## config.mk

```make
export PLATFORM = sky130hd
export DESIGN_NAME = soc_data_xbar
export DESIGN_NICKNAME = d
export VERILOG_FILES = /design/src/rtl/soc_xbar_pkg.sv /design/src/rtl/soc_xbar_decode.sv /design/src/rtl/soc_data_xbar.sv
export SDC_FILE = /design/constraint.sdc
export NUM_CORES = 1
export LEC_CHECK = 0
export CORE_AREA = 2 2 121 123
export CTS_CLUSTER_SIZE = 25
export DETAILED_ROUTE_END_ITERATION = 12
export DIE_AREA = 0 0 123 125
export DONT_BUFFER_PORTS = 1
export GPL_ROUTABILITY_DRIVEN = 1
export PLACE_DENSITY = 0.3
export SLEW_MARGIN = 15
export SYNTH_ARGS = -nofsm -noshare
export SYNTH_HDL_FRONTEND = slang
export SYNTH_SLANG_ARGS = --single-unit
export TNS_END_PERCENT = 10
```

## constraint.sdc

```tcl
create_clock -name clk_i -period 9.87 [get_ports clk_i]
set_input_delay 1.974 -clock clk_i [delete_from_list [all_inputs] [get_ports clk_i]]
set_output_delay 1.974 -clock clk_i [all_outputs]
set_load 0.05 [all_outputs]
```

## src/rtl/soc_xbar_pkg.sv

```systemverilog
// Shared types and helpers for the SoC data crossbar.
// Configuration macro consumed by soc_data_xbar: SOC_XBAR_TIMEOUT_EN.
package soc_xbar_pkg;

  // Upper bound on the number of targets; one extra index encodes the ERR target.
  localparam int XbarMaxDev = 8;

  typedef logic [$clog2(XbarMaxDev+1)-1:0] tgt_idx_t;

  // Request fields broadcast to every target.
  typedef struct packed {
    logic        we;
    logic [3:0]  be;
    logic [31:0] addr;
    logic [31:0] wdata;
  } xbar_req_t;

  function automatic logic addr_match(input logic [31:0] addr,
                                      input logic [31:0] base,
                                      input logic [31:0] mask);
    return (addr & mask) == base;
  endfunction

endpackage

```

## src/rtl/soc_xbar_decode.sv

```systemverilog
// Combinational priority address decoder: lowest matching target wins,
// no match selects the internal ERR target (index NumDev).
module soc_xbar_decode
  import soc_xbar_pkg::*;
#(
  parameter int unsigned               NumDev  = 4,
  parameter logic [NumDev-1:0][31:0]   DevBase = {NumDev{32'h0}},
  parameter logic [NumDev-1:0][31:0]   DevMask = {NumDev{32'hFFFF_E000}}
) (
  input  logic [31:0] addr_i,
  output tgt_idx_t    sel_o,
  output logic        hit_o
);

  // Walk from the highest index down so the lowest match overwrites last.
  always_comb begin
    sel_o = tgt_idx_t'(NumDev);
    hit_o = 1'b0;
    for (int i = int'(NumDev) - 1; i >= 0; i--) begin
      if (addr_match(addr_i, DevBase[i], DevMask[i])) begin
        sel_o = tgt_idx_t'(i);
        hit_o = 1'b1;
      end
    end
  end

endmodule

```

## src/rtl/soc_data_xbar.sv

```systemverilog
// Ibex data-port crossbar: routes OBI-style requests to NumDev targets with
// in-order responses. Outstanding transactions always target a single device,
// so switching targets waits for the pipe to drain. Unmapped addresses get a
// one-cycle-later error response from an internal ERR target.
// Optional feature: define SOC_XBAR_TIMEOUT_EN to complete hung transactions
// with an error after TimeoutCycles cycles without a response.
module soc_data_xbar
  import soc_xbar_pkg::*;
#(
  parameter int unsigned             NumDev        = 4,
  parameter int unsigned             MaxOutst      = 4,
  parameter logic [NumDev-1:0][31:0] DevBase       = {NumDev{32'h0}},
  parameter logic [NumDev-1:0][31:0] DevMask       = {NumDev{32'hFFFF_E000}},
  parameter int unsigned             TimeoutCycles = 1024
) (
  input  logic                     clk_i,
  input  logic                     rst_i,
  // Host (Ibex data port)
  input  logic                     host_req_i,
  output logic                     host_gnt_o,
  input  logic                     host_we_i,
  input  logic [3:0]               host_be_i,
  input  logic [31:0]              host_addr_i,
  input  logic [31:0]              host_wdata_i,
  output logic                     host_rvalid_o,
  output logic [31:0]              host_rdata_o,
  output logic                     host_err_o,
  // Devices
  output logic [NumDev-1:0]        dev_req_o,
  input  logic [NumDev-1:0]        dev_gnt_i,
  output logic                     dev_we_o,
  output logic [3:0]               dev_be_o,
  output logic [31:0]              dev_addr_o,
  output logic [31:0]              dev_wdata_o,
  input  logic [NumDev-1:0]        dev_rvalid_i,
  input  logic [NumDev-1:0][31:0]  dev_rdata_i,
  output logic                     spurious_o
);

  localparam int unsigned     OutW     = $clog2(MaxOutst + 1);
  localparam logic [OutW-1:0] OutstMax = OutW'(MaxOutst);

  // Elaboration-time parameter sanity checks.
  if (NumDev < 1 || NumDev > XbarMaxDev) begin : g_bad_numdev
    $error("soc_data_xbar: NumDev must be in 1..%0d", XbarMaxDev);
  end
  if (MaxOutst < 1 || (MaxOutst & (MaxOutst - 1)) != 0) begin : g_bad_maxoutst
    $error("soc_data_xbar: MaxOutst must be a power of two >= 1");
  end
  if (TimeoutCycles < 1) begin : g_bad_timeout
    $error("soc_data_xbar: TimeoutCycles must be >= 1");
  end

  tgt_idx_t        r_cur_tgt;
  logic [OutW-1:0] r_outst;
  logic            r_err_pulse;
  logic            r_spurious;

  tgt_idx_t        w_sel;
  logic            w_hit;
  logic [NumDev-1:0] w_sel_oh;
  logic [NumDev-1:0] w_cur_oh;
  logic            w_dev_rvalid;
  logic [31:0]     w_dev_rdata;
  logic            w_tmo_fire;
  logic            w_resp;
  logic [OutW-1:0] w_outst_eff;
  logic            w_can_accept;
  logic            w_grant;
  logic [OutW-1:0] w_outst_nxt;
  xbar_req_t       w_req;

  soc_xbar_decode #(
    .NumDev  (NumDev),
    .DevBase (DevBase),
    .DevMask (DevMask)
  ) u_decode (
    .addr_i (host_addr_i),
    .sel_o  (w_sel),
    .hit_o  (w_hit)
  );

  // Broadcast request fields straight through to all targets.
  assign w_req       = '{we: host_we_i, be: host_be_i, addr: host_addr_i, wdata: host_wdata_i};
  assign dev_we_o    = w_req.we;
  assign dev_be_o    = w_req.be;
  assign dev_addr_o  = w_req.addr;
  assign dev_wdata_o = w_req.wdata;

  // One-hot views of the decoded target and of the target owning outstanding work.
  always_comb begin
    w_sel_oh = '0;
    w_cur_oh = '0;
    for (int i = 0; i < int'(NumDev); i++) begin
      w_sel_oh[i] = w_hit && (w_sel == tgt_idx_t'(i));
      w_cur_oh[i] = (r_outst != '0) && (r_cur_tgt == tgt_idx_t'(i));
    end
  end

  // Select the response path of the device that owns the outstanding transactions.
  always_comb begin
    w_dev_rdata = '0;
    for (int i = 0; i < int'(NumDev); i++) begin
      if (w_cur_oh[i]) w_dev_rdata = dev_rdata_i[i];
    end
  end

  assign w_dev_rvalid = |(w_cur_oh & dev_rvalid_i);

`ifdef SOC_XBAR_TIMEOUT_EN
  localparam int unsigned     TmoW   = $clog2(TimeoutCycles + 1);
  localparam logic [TmoW-1:0] TmoEnd = TmoW'(TimeoutCycles - 1);

  logic [TmoW-1:0] r_tmo_cnt;

  // A late real response from a timed-out device is indistinguishable from the
  // next in-order response while work is still pending; once drained it is spurious.
  assign w_tmo_fire = (r_outst != '0) && (r_cur_tgt != tgt_idx_t'(NumDev)) &&
                      !w_dev_rvalid && (r_tmo_cnt == TmoEnd);

  // Count idle cycles while work is pending; any response restarts the window.
  always_ff @(posedge clk_i) begin
    if (rst_i) begin
      r_tmo_cnt <= '0;
    end else if (r_outst == '0 || host_rvalid_o) begin
      r_tmo_cnt <= '0;
    end else begin
      r_tmo_cnt <= r_tmo_cnt + 1'b1;
    end
  end
`else
  assign w_tmo_fire = 1'b0;
`endif

  // Response mux: device data, registered ERR pulse, or timeout completion.
  assign w_resp        = w_dev_rvalid | r_err_pulse | w_tmo_fire;
  assign host_rvalid_o = w_resp;
  assign host_err_o    = r_err_pulse | w_tmo_fire;
  assign host_rdata_o  = w_dev_rvalid ? w_dev_rdata : '0;

  // A response this cycle frees its slot, so a full or draining pipe may accept now.
  assign w_outst_eff  = r_outst - OutW'(w_resp);
  assign w_can_accept = !rst_i && (w_outst_eff != OutstMax) &&
                        ((w_outst_eff == '0) || (w_sel == r_cur_tgt));

  assign dev_req_o  = {NumDev{w_can_accept && host_req_i}} & w_sel_oh;
  assign host_gnt_o = w_can_accept && host_req_i && (w_hit ? |(w_sel_oh & dev_gnt_i) : 1'b1);
  assign w_grant    = host_gnt_o;

  // Outstanding count: grant and response in the same cycle cancel out.
  always_comb begin
    w_outst_nxt = r_outst;
    case ({w_grant, w_resp})
      2'b10:   w_outst_nxt = r_outst + 1'b1;
      2'b01:   w_outst_nxt = r_outst - 1'b1;
      default: w_outst_nxt = r_outst;
    endcase
  end

  // Transaction bookkeeping, ERR response pulse and sticky spurious flag.
  always_ff @(posedge clk_i) begin
    if (rst_i) begin
      r_cur_tgt   <= '0;
      r_outst     <= '0;
      r_err_pulse <= 1'b0;
      r_spurious  <= 1'b0;
    end else begin
      if (w_grant) r_cur_tgt <= w_sel;
      r_outst     <= w_outst_nxt;
      r_err_pulse <= w_grant && !w_hit;
      if (|(dev_rvalid_i & ~w_cur_oh)) r_spurious <= 1'b1;
    end
  end

  assign spurious_o = r_spurious;

endmodule

```

==> summary.md, run 1 <==
| Metric | Value |
|---|---|
| Final hold violations | 0 |
| RR Startpoint | r_outst[2] |
| Min-delay worst type | reg2reg |
| CTS tree | yes |
| Worst EP required | between 7 and 8 ns |
| Clk_lat worst skew | 0.23 ns |
| Critical path depth | 8 |
| Slew HR | 63.10% |
| Hold Startpoint | r_outst[2] |
| WP data arrival | ~4.2 ns |
| Dpl hpwl | roughly 2600 um |
| Final period utilization | between 60% and 70% |
| Synth Warn # | 0 |
| DR WL/cell | 11.13 um |
| Vias in the first global route | 656 |
| Power Dens Cells | 332.0 nW/um2 |
| Area after DPL | 880.8 um2 |
| Fillcell total | approximately 1700 |
| Reg area | between 100 and 150 um2 |
| Root Driver | clkbuf_16 |
| CTS H-tree lvls | 1 |
| Status | finished clean |
| Actual slew at the worst max-slew pin | 0.5527 ns |
| Worst Setup End Kind | output pin |
| Num CTS Buffers | 3 |
| Tmin final | 6.192 ns |
| Worst-path fanout max | 33 |
| Synth cell types | 28 |
| Register-to-register setup slack | 6.01 ns |
| I/O Buffers | 0 |
| Area delta synth->final | -19.49% |
| Ratio of cells with drive above 1 in the final layout | 14.12% |
| Die X | around 120 um |
| Chip height | 125 um |
| #FFs+latches synth | 6 |
| Antenna-violating nets left | 0 |
| Maximum vdd ir drop | 0.04882 mV |
| Clk sink count | 6 |
| # IOs | 317 |
| Multi-input combinational cell area | 508.0 um2 |
| Starting Density | under 10% |
| DIE AREA | between 15000 and 20000 um2 |
| Num rows | 44 |
| Leak | about 0.3 nW |
| Initial DRC Count | 22 |
| DRC viols | 0 |
| Vias/cell | 2.498 |
| Mapped Cells | about 150 |
| Final Wtd Congestion | around 0.66 |
| Ant. Diodes | 0 |
| Worst path top cell family by delay | compound AO/OA/AOI/OAI gates |
| Crit-path cells | nor3b_2 > buf_4 > or2_2 > ha_1 > nor2b_1 > a21oi_2 > o221a_4 > a41o_1 |
| Hold Path Depth | 2 |
| R2R depth | 15 |
| Initial antenna violation count | 0 |
| RSZ-0062 raised after global routing | false |
| CP startpoint kind | input port |
| First-pass GRT wire length | 3726 um |
| Largest net degree at the start of global routing | 34 |
| Post-Route WL | 2995 um |
| Utilization after layout | 6.730% |
| Final max-slew violation count | 0 |
| Longest Clk Path Bufs | 2 |
| Register area share after synthesis | 10.12% |
| Layout Nets | about 300 |
| Design area | approximately 960 um2 |
| Worst clock skew | between 0.00007 and 0.00008 ns |
| Total number of vias | approximately 670 |
| Worst Setup Path Type | in2out |
| TNS Setup | 0 ns |
| CTS clk-pin slew, worst paths | ~0.030 ns |
| Final setup vio count | 0 |
| R2R Path End | r_outst[2] |
| Core Area | about 14000 um2 |
| Worst Hold End | r_outst[2] |
| Achievable frequency | 161.5 MHz |
| Hold Buf Count CTS | 0 |
| Fin Hold WS | 0.5376 ns |
| Tot GR Track Use | ~3.4% |
| Postcts setup bufs | 0 |
| Post-cts sizing count | 0 |
| Slowest-stage cell, CP | or2_2 |
| WP buf/inv | 1 |
| Slowest stage delay, CP | between 0.4 and 0.5 ns |
| Grt total ovfl | 0 |
| Drt first pass iters | 4 |
| Cell area after synthesis | 1187 um2 |
| Synth Area per Inst | ~7.7 um2 |
| Max-Cap Viols | 0 |
synthesized netlist by cell type (all sizes together):
master  number  area [um2]
a21oi        4       23.77
nand2b       2       12.51
nor2b        1       6.260
inv          4       15.01
a41oi        1       8.760
a31o         1       8.760
dfxtp        6       120.1
ha           2       25.02
clkbuf       3       11.26
nor3b        1       12.51
a41o         1       10.01
or2          1       6.260
nand3        1       5.000
o21ai        2       10.01
and2        32       200.2
nand4        1       6.260
conb         1       3.750
nor3         1       5.000
nor4         5       56.31
xor2         3       26.28
or3          2       12.51
o221a        1       20.02
nor2         4       15.01
and3         1       6.260
buf         72       540.5
fa           1       20.02
how the worst max path moves through the flow:
stage,startpoint,end
2_1_floorplan,dev_rvalid_i[0],host_gnt_o
3_3_place_gp,dev_rvalid_i[0],host_gnt_o
3_5_place_dp,dev_rvalid_i[0],host_gnt_o
4_1_cts,dev_rvalid_i[0],host_gnt_o
5_1_grt,dev_rvalid_i[0],host_gnt_o
6_report,dev_rvalid_i[0],host_gnt_o
cell usage in the layout, fill, tap and decap left out, drive strengths merged, types with 3 or more instances in the layout:
| master | instances |
|---|---|
| dfxtp | 6 |
| a21oi | 4 |
| and2 | 32 |
| inv | 4 |
| nor4 | 5 |
| clkbuf | 3 |
| nor2 | 4 |
| xor2 | 3 |
| conb | 3 |
state kept, by name, summed over array words and instances, names as in the netlist:
register	flops
spurious_o	1
r_cur_tgt	1
host_err_o	1
r_outst	3
per-layer routing:
metal / up-vias / global-route usage, % / share of wire [%]
li1: 279 / - / -
met1: 282 / 3.147 / 32
met2: 84 / 5.525 / 47
met3: 27 / 1.186 / 14
met4: 0 / 3.676 / 6.5
met5: - / 0 / 0
where the power goes:
part / leakage (nW) / switching (mW) / internal, mW
Sequential: 0.0496 / 0.0160 / 0.0324
Combinational: 0.219 / 0.158 / 0.0453
Clock: 0.0370 / 0.0135 / 0.0520
cell type report:
class | instances | area share (%)
multi-input combinational | 71 | 53.14
tap | 184 | 24.08
clock buffer | 3 | 7.853
inverter | 4 | 1.571
sequential | 6 | 12.57
timing repair buffer | 1 | 0.7853
cell families (layout without fill, tap and decap cells):
kind of cell             count (synthesis)  after routing  share of synthesized area [%]
buffers and inverters                   79              8                          47.73
flip-flops                               6              6                          10.12
AO/OA/AOI/OAI                           10             10                          6.849
adder cells (fa/ha/maj)                  3              3                          3.793
XOR/XNOR                                 3              3                          2.213
other                                    1              3                         0.3158
AND/OR/NAND/NOR                         52             52                          28.98
worst min-delay path, stage by stage, from the launching register on:
cell and delay (ns):
dfxtp_1 0.34, o21ai_0 0.09, a21oi_1 0.06
metrics by stage:
step / total power, mW / cells / worst slack (ns)
2_1_floorplan: 0.3078 / 156 / 4.066
3_3_place_gp: 0.2536 / 266 / 3.690
3_5_place_dp: 0.2551 / 266 / 3.655
4_1_cts: 0.3224 / 269 / 3.650
5_1_grt: 0.3397 / 269 / 3.568
6_report: 0.3174 / 269 / 3.678
Note: power is estimated with default switching activity, not from simulation.
==> inputs of run 2 (changes only) <==
==> constraint.sdc (replaced) <==
create_clock -name clk_i -period 6.2 [get_ports clk_i]
set_input_delay 1.24 -clock clk_i [delete_from_list [all_inputs] [get_ports clk_i]]
set_output_delay 1.24 -clock clk_i [all_outputs]
set_load 0.05 [all_outputs]
==> results of run 2 <==
Same layout as run 1 (identical final DEF). Status: finished clean.
Main changes from that run: setup slack after placement 3.655 ns -> 1.453 ns; setup slack after layout 3.678 ns -> 1.476 ns; register-to-register setup slack 6.01 ns -> 2.34 ns; total power 0.3174 mW -> 0.5053 mW; worst IR drop on VDD 0.04882 mV -> 0.07773 mV
==> inputs of run 3 (changes only) <==
==> constraint.sdc (replaced) <==
create_clock -name clk_i -period 4.74 [get_ports clk_i]
set_input_delay 0.948 -clock clk_i [delete_from_list [all_inputs] [get_ports clk_i]]
set_output_delay 0.948 -clock clk_i [all_outputs]
set_load 0.05 [all_outputs]
==> summary.md, run 3 (same netlist as run 1, synthesis figures left out) <==
| Metric | Value |
|---|---|
| Largest net degree at the start of global routing | 33 |
| Final setup vio count | 0 |
| Placed Cells incl. Taps | 268 |
| Root Driver | clkbuf_16 |
| Chip height | 125 um |
| Commonest cells after routing, fill and taps aside | 32 x and2_1, 6 x dfxtp_1, 4 x nor4_2, 4 x nor2_1, 4 x inv_1 |
| Final Wtd Congestion | 0.6441 |
| Postcts setup bufs | 0 |
| Core Area | around 14000 um2 |
| Vias in the first global route | 646 |
| Leak | around 0.32 nW |
| Crit-path cells | nor3b_2 > or2_2 > ha_1 > nor2b_1 > a21oi_2 > o221a_4 > a41o_1 > buf_12 |
| CTS clk-pin slew, worst paths | 0.03 ns |
| Hold Buf Count CTS | 0 |
| Slowest stage delay, CP | between 0.4 and 0.5 ns |
| CTS H-tree lvls | 1 |
| I/O Buffers | 0 |
| Worst EP required | 3.79 ns |
| GR Util met2 | 5.720% |
| CP startpoint kind | input port |
| Starting Density | 8.360% |
| Met1 Use GR | 2.788% |
| Longest Clk Path Bufs | 2 |
| Worst-path fanout max | 5 |
| Max reg flops | 3 |
| Layout Nets | 300 |
| Slowest-stage cell, CP | or2_2 |
| Biggest register | r_outst |
| Slew HR | a little under two thirds |
| Worst Setup Path Type | in2out |
| Actual slew at the worst max-slew pin | 0.5456 ns |
| Die X | 123 um |
| First-pass GRT wire length | 3705 um |
| Power Dens Cells | 673.5 nW/um2 |
| Initial DRC Count | 10 |
| Area delta synth->final | -16.12% |
| Final max-slew violation count | 0 |
| # IOs | 317 |
| Met3 usage | 1.825% |
| Commonest non-fill, non-tap cell in the layout | and2_1 |
| Dpl hpwl | ~2500 um |
| DIE AREA | approximately 15000 um2 |
| Antenna-violating nets left | 0 |
| Finished Layout Cells | 271 |
| PnR Total Power | between 0.6 and 0.7 mW |
| Num CTS Buffers | 3 |
| Worst clock skew | 0.001402 ns |
| Clk_lat worst skew | 0.23 ns |
| Max-Cap Viols | 0 |
| Min-delay worst type | reg2reg |
| Grt total ovfl | 0 |
| RSZ-0062 raised after global routing | false |
| DR WL/cell | 10.78 um |
| Final hold violations | 0 |
| Ratio of cells with drive above 1 in the final layout | 16.09% |
| Post-cts sizing count | 0 |
| Drt first pass iters | 3 |
| Ant. Diodes | 0 |
| Worst Setup End Kind | output pin |
| Final period utilization | 80.57% |
| Clk sink count | 6 |
| Maximum vdd ir drop | 0.1212 mV |
| Post-Route WL | just under 3000 um |
| DRC viols | 0 |
| Vias/cell | around 2.5 |
| WP data arrival | between 2 and 3 ns |
| Num rows | 44 |
| Total number of vias | 684 |
| CTS tree | yes |
| Most used routing layer | met2 |
| TNS Setup | 0 ns |
| Status | finished clean |
| Initial antenna violation count | 0 |
| Tot GR Track Use | 3.376% |
| Achievable frequency | 261.8 MHz |
| Tmin final | 3.819 ns |
-- run 3: where the power goes --
part | internal, mW | total [mW] | switching [mW]
Sequential | 0.0674 | 0.0999 | 0.0325
Clock | 0.108 | 0.134 | 0.0262
Combinational | 0.106 | 0.437 | 0.331
Total | 0.281 | 0.671 | 0.389
-- run 3: metrics by stage --
stage	hold slack [ns]	setup WS, ns	utilization [%]	instance area, um2
6_report	0.5274	0.9208	7.012	996.0
5_1_grt	0.5681	0.7722	7.012	996.0
4_1_cts	0.5291	0.9044	7.012	996.0
3_5_place_dp	0.5221	0.7468	6.483	920.9
3_3_place_gp	0.5211	0.7749	6.483	920.9
2_1_floorplan	0.4771	0.9736	-	1195
-- run 3: final timing paths --
| kind | startpoint | endpoint | slack [ns] | depth (start not counted) |
|---|---|---|---|---|
| setup / recovery | dev_rvalid_i[0] | host_gnt_o | 0.92 | 8 |
| hold / removal | r_outst[2] | r_outst[2] | 0.53 | 2 |
| setup reg to reg | r_outst[2] | r_outst[2] | 1.10 | 14 |
| hold reg to reg | r_outst[2] | r_outst[2] | 0.53 | 2 |
-- run 3: cell type report --
cell class | count | area, um2
clock buffer | 3 | 75.07
fill | 1663 | 13210
inverter | 4 | 15.01
multi-input combinational | 71 | 508.0
sequential | 6 | 120.1
tap | 184 | 230.2
timing repair buffer | 3 | 47.55
-- run 3: layer usage --
layer / routed length [um] / up-vias
li1: - / 284
met1: 843 / 290
met2: 1419 / 87
met3: 513 / 23
met4: 144 / 0
met5: 0 / -
-- run 3: critical path, delay by kind of cell --
kind                       cells  cell delay (ns)
and+or+nand+nor                3             0.88
AOI/OAI and AO/OA              3             0.56
adders and majority gates      1             0.33
buffers and inverters          1             0.16
